**src/rtl/uart_tx_arbiter.sv**
```systemverilog
// Four-requester round-robin arbiter feeding a single 8N1 UART transmitter.
// The grant, tx and busy outputs are all registered; an asynchronous reset aborts any frame in progress.
module uart_tx_arbiter #(
  parameter int unsigned CLKS_PER_BIT = 5208
) (
  input  logic        clk,
  input  logic        rst,
  input  logic [3:0]  req,
  input  logic [31:0] req_data,
  output logic [3:0]  grant,
  output logic [1:0]  cur_id,
  output logic        busy,
  output logic        tx
);

  localparam int unsigned CW = (CLKS_PER_BIT > 1) ? $clog2(CLKS_PER_BIT) : 1;
  localparam logic [CW-1:0] LAST = CW'(CLKS_PER_BIT - 1);

  typedef enum logic [1:0] {IDLE, START, DATA, STOP} state_t;

  state_t      r_state;
  logic [CW-1:0] r_cnt;
  logic [2:0]  r_idx;
  logic [7:0]  r_shift;
  logic [1:0]  r_last;
  logic [3:0]  r_grant;
  logic [1:0]  r_cur;
  logic        r_busy;
  logic        r_tx;

  logic [1:0]  w_sel;
  logic [1:0]  w_cand;
  logic        w_any;
  logic        w_bit_end;

  // Walk offsets 4 down to 1 so that the smallest offset after r_last wins.
  always_comb begin
    w_any  = |req;
    w_sel  = r_last;
    w_cand = r_last;
    for (int unsigned k = 4; k > 0; k--) begin
      w_cand = r_last + 2'(k);
      if (req[w_cand]) w_sel = w_cand;
    end
    w_bit_end = (r_cnt == LAST);
  end

  always_ff @(posedge clk or posedge rst) begin
    if (rst) begin
      r_state <= IDLE;
      r_cnt   <= '0;
      r_idx   <= '0;
      r_shift <= '0;
      r_last  <= 2'd3;
      r_grant <= '0;
      r_cur   <= '0;
      r_busy  <= 1'b0;
      r_tx    <= 1'b1;
    end else begin
      r_grant <= '0;
      case (r_state)
        IDLE: begin
          r_cnt <= '0;
          r_idx <= '0;
          if (w_any) begin
            r_shift <= req_data[{w_sel, 3'b000} +: 8];
            r_cur   <= w_sel;
            r_last  <= w_sel;
            r_grant <= 4'b0001 << w_sel;
            r_tx    <= 1'b0;
            r_busy  <= 1'b1;
            r_state <= START;
          end
        end
        START: begin
          if (w_bit_end) begin
            r_cnt   <= '0;
            r_idx   <= '0;
            r_tx    <= r_shift[0];
            r_state <= DATA;
          end else begin
            r_cnt <= r_cnt + CW'(1);
          end
        end
        // r_shift[0] is always the bit currently on the line.
        DATA: begin
          if (w_bit_end) begin
            r_cnt <= '0;
            if (r_idx == 3'd7) begin
              r_tx    <= 1'b1;
              r_state <= STOP;
            end else begin
              r_idx   <= r_idx + 3'd1;
              r_tx    <= r_shift[1];
              r_shift <= r_shift >> 1;
            end
          end else begin
            r_cnt <= r_cnt + CW'(1);
          end
        end
        STOP: begin
          if (w_bit_end) begin
            r_cnt   <= '0;
            r_busy  <= 1'b0;
            r_state <= IDLE;
          end else begin
            r_cnt <= r_cnt + CW'(1);
          end
        end
        default: r_state <= IDLE;
      endcase
    end
  end

  assign grant  = r_grant;
  assign cur_id = r_cur;
  assign busy   = r_busy;
  assign tx     = r_tx;

endmodule

```
**config.mk**
```make
export PLATFORM = sky130hd
export DESIGN_NAME = uart_tx_arbiter
export DESIGN_NICKNAME = d
export VERILOG_FILES = /design/src/rtl/uart_tx_arbiter.sv
export SDC_FILE = /design/constraint.sdc
export NUM_CORES = 1
export LEC_CHECK = 0
export ABC_AREA = 1
export BUFFER_PORTS_ARGS = -buffer_cell sky130_fd_sc_hd__buf_4
export CORE_ASPECT_RATIO = 0.9
export CORE_MARGIN = 8
export CORE_UTILIZATION = 50
export DETAILED_ROUTE_END_ITERATION = 7
export PLACE_DENSITY = 0.82
export SLEW_MARGIN = 10
export SYNTH_ARGS = -nofsm -noshare
export SYNTH_HDL_FRONTEND = slang
export SYNTH_SLANG_ARGS = --single-unit
```
**constraint.sdc**
```tcl
create_clock -name clk -period 1.7 [get_ports clk]
set_input_delay 0.34 -clock clk [delete_from_list [all_inputs] [get_ports clk]]
set_output_delay 0.34 -clock clk [all_outputs]
set_load 0.02 [all_outputs]
```
==> results_dict.tcl <==
set metrics [dict create \
    status "finished, violations left" \
    failed_checks "setup timing" \
    wirelength_um 7480 \
    grt_max_degree 37 \
    ys_warn_count 0 \
    yosysTopAreaCell "dfrtp_1" \
    muxShareOfSynthArea_pct 0 \
    worst-path-stages 14 \
    synth_edf_count 0 \
    hold_viol 0 \
    root_buffer "clkbuf_8" \
    htreeDepth 2 \
    hold_path_class "input pin to async pin" \
    grt_pass1_wl_um 10700 \
    synthSimpleGateAreaFrac_pct 37.9 \
    r2r_end "r_shift[1]" \
    slew_headroom_pct 69.1 \
    rsz0062_at_grt "true" \
    rrSetupSlack_ns -0.26 \
    fmaxAchievable_ghz 0.509 \
    avgViaCountPerCell 5.37 \
    p_per_area_mw_per_mm2 567 \
    gr-usage-met2_pct 34.4 \
    met3_usage_pct 4.53 \
    grt_pass1_vias 2418 \
    yosys_most_used_dff "dfrtp_1" \
    slowest_stage "dfstp_2" \
    cp-end-kind "flop" \
    cp_data_arrival_time_ns 2.15 \
    r2r_cells 14 \
    seq_area_um2 905 \
    busiest_layer "met2" \
    overflow 0 \
    crit_buf_inv 3 \
    cts_sinks 36 \
    synthAdderAreaFrac_pct 4.95 \
    finalSetupViolations 15 \
    ant_nets 0 \
    area_delta_synth_final_pct 51.4 \
    finalClockSkew_ns 0.00859 \
    netlist_area_mm2 0.00228 \
    die_x_um 87.1 \
    fin_ws_ns -0.264 \
    clockBufferDepth 2 \
    fin_crit_ns 1.96 \
    start_util_pct 51.4 \
    ir_drop_v 0.000553 \
    p_leak_nw 1.82 \
    via_count 2544 \
    track_usage_pct 19.3 \
    worstMarginPinSlew_ns 0.464 \
    synth_cells 325 \
    synthTopCellsByArea "dfrtp_1 36%, nand2_1 15%, nand3_1 10%" \
    gp_congestion 0.809 \
    diodes 0 \
    worstSetupPathType "flop to flop" \
    synth_top_family_by_area "simple AND/OR/NAND/NOR gates" \
    cp-start-kind "flop" \
    synth.distinct_cells 30 \
    clk_latency_ns 0.29 \
    met1_usage_pct 22.2 \
    nets 458 \
    cts_buffers 5 \
    yosys-top-cells-count "93 x nand2_1, 49 x inv_1, 46 x nand3_1" \
    row_count 23 \
    die_h_um 80.0 \
    drt_iter0_drc 154 \
    drc 0 \
    antenna_found_initial 0 \
    fin_hold_ws_ns 0.148 \
    crit_path_start "r_last[0]" \
    ys_seq_elements 36 \
    post-route-period-util_pct 116 \
    synth-seq-area-share_pct 39.7 \
    multi_input_area_mm2 0.00147 \
    yosysTopAreaCellShare_pct 36.3 \
    avgSynthCellArea_um2 7.01 \
    place_ws_ns -0.158 \
    coreArea_mm2 0.00443 \
    io_pins 46 \
    drv_cap 0 \
    fp.dieArea_mm2 0.00697 \
    critical-path-top-delay-family "simple AND/OR/NAND/NOR gates" \
    nFillCells 289 \
    synthXorXnorAreaFrac_pct 0.769 \
    synth_fp_nets 372 \
    hold_buffers 0 \
    synth_compound_area_share_pct 5.44 \
    cts_tree "done" \
    ys_async_sr_fraction_pct 100 \
    cp_cell_sequence "inv_4 -> nand2_1 -> nand2_2 -> nand2_2 -> nand2_2 -> inv_2 -> nand2_4 -> nand3_4 -> buf_6 -> nand3_1 -> nand3_1 -> nand3_1 -> nand2_1 -> nand2_1" \
    yosysMostFrequentCell "nand2_1" \
    wl_per_cell_um 15.8 \
    clk_pin_slew_worst_paths_ns 0.07 \
    reg2reg_from "r_last[0]" \
    dp_hpwl_um 4210 \
    drtPass1Iterations 5 \
    required_ns 1.88 \
    layout-drive-gt1-share_pct 43.2 \
    crit_end "r_shift[1]" \
    worst-path-max-fanout 7 \
    setup-tns-final_ns -2.58 \
    port_buffers 45 \
    drv_slew 0 \
    critPathMaxStageDelay_ns 0.61 \
]
per-stage QoR:
stage	std cells	area (um2)	total power, mW	utilization, %
floorplan	325	2280	1.07	-
global placement	454	2890	1.19	65.2
detailed placement	454	2890	1.20	65.2
CTS	468	3250	1.89	73.4
global route	474	3450	2.02	77.8
finish	474	3450	1.95	77.8
where the power goes:
part	leakage [nW]	switching [mW]	internal (mW)
logic	1.32	0.249	0.207
registers	0.454	0.00513	0.863
clock network	0.0455	0.298	0.331
total	1.82	0.552	1.40
area by class of cell:
| type | count | share of cell area [%] |
|---|---|---|
| Inverter | 52 | 5.74 |
| Multi-Input combinational cell | 230 | 42.7 |
| Timing Repair Buffer | 86 | 20.4 |
| Sequential cell | 36 | 26.2 |
| Tap cell | 62 | 2.25 |
| Clock buffer | 8 | 2.61 |
what timing repair did:
item / in CTS / in global routing
cloned: 3 / 0
resized for setup: 58 / 41
pin swaps: 37 / 31
buffers inserted: 3 / 6
endpoints found under the setup margin: 16 / 26
worst min path at each step:
stage / start / endpoint / slack [ns]
floorplan: r_cnt[0] / r_cnt[0] / 0.43
global placement: r_idx[2] / r_idx[2] / 0.46
detailed placement: rst / cur_id[0] / 0.47
CTS: rst / grant[1] / 0.18
global route: rst / grant[1] / 0.21
finish: rst / grant[1] / 0.15
layout by cell type, fill, tap and decap left out, types with 2 or more instances in the layout:
master,instances
buf_4,75
nand2_1,72
inv_1,45
dfrtp_1,33
nor2_1,28
nand3_2,26
nand2_2,21
nand3_1,20
buf_6,9
ha_1,7
inv_2,6
nand2_4,6
clkbuf_8,6
nor2_2,5
a21oi_1,4
nor3b_1,4
o21ai_1,3
nand2_8,3
o21ai_2,3
o21ai_0,3
nor2_4,3
dfstp_2,3
a31oi_1,2
o31ai_1,2
xor2_1,2
nor3_1,2
ha_2,2
clkbuf_1,2
buf_12,2
logic make-up after synthesis:
family	after synthesis
buf+inv	60
compound gates	21
fa+ha+maj	9
flops	36
xor+xnor	2
simple gates	197
layer usage:
layer,part of all wire (%),wire length [um]
met1,39,2910
met2,53,3990
met3,5.4,406
met4,2.4,176
met5,0,0
worst min-delay path, cell delays in order:
cell and delay, ns:
buf_4 0.11, inv_1 0.04, buf_4 0.39
flip-flops by register name (all words and copies together), names as in the netlist:
register and count:
r_cnt 13, r_state 2, r_last 2, busy 1
r_idx 3, tx 1, grant 4, r_shift 8
cur_id 2
No activity file was read; power rests on OpenSTA's default activity.
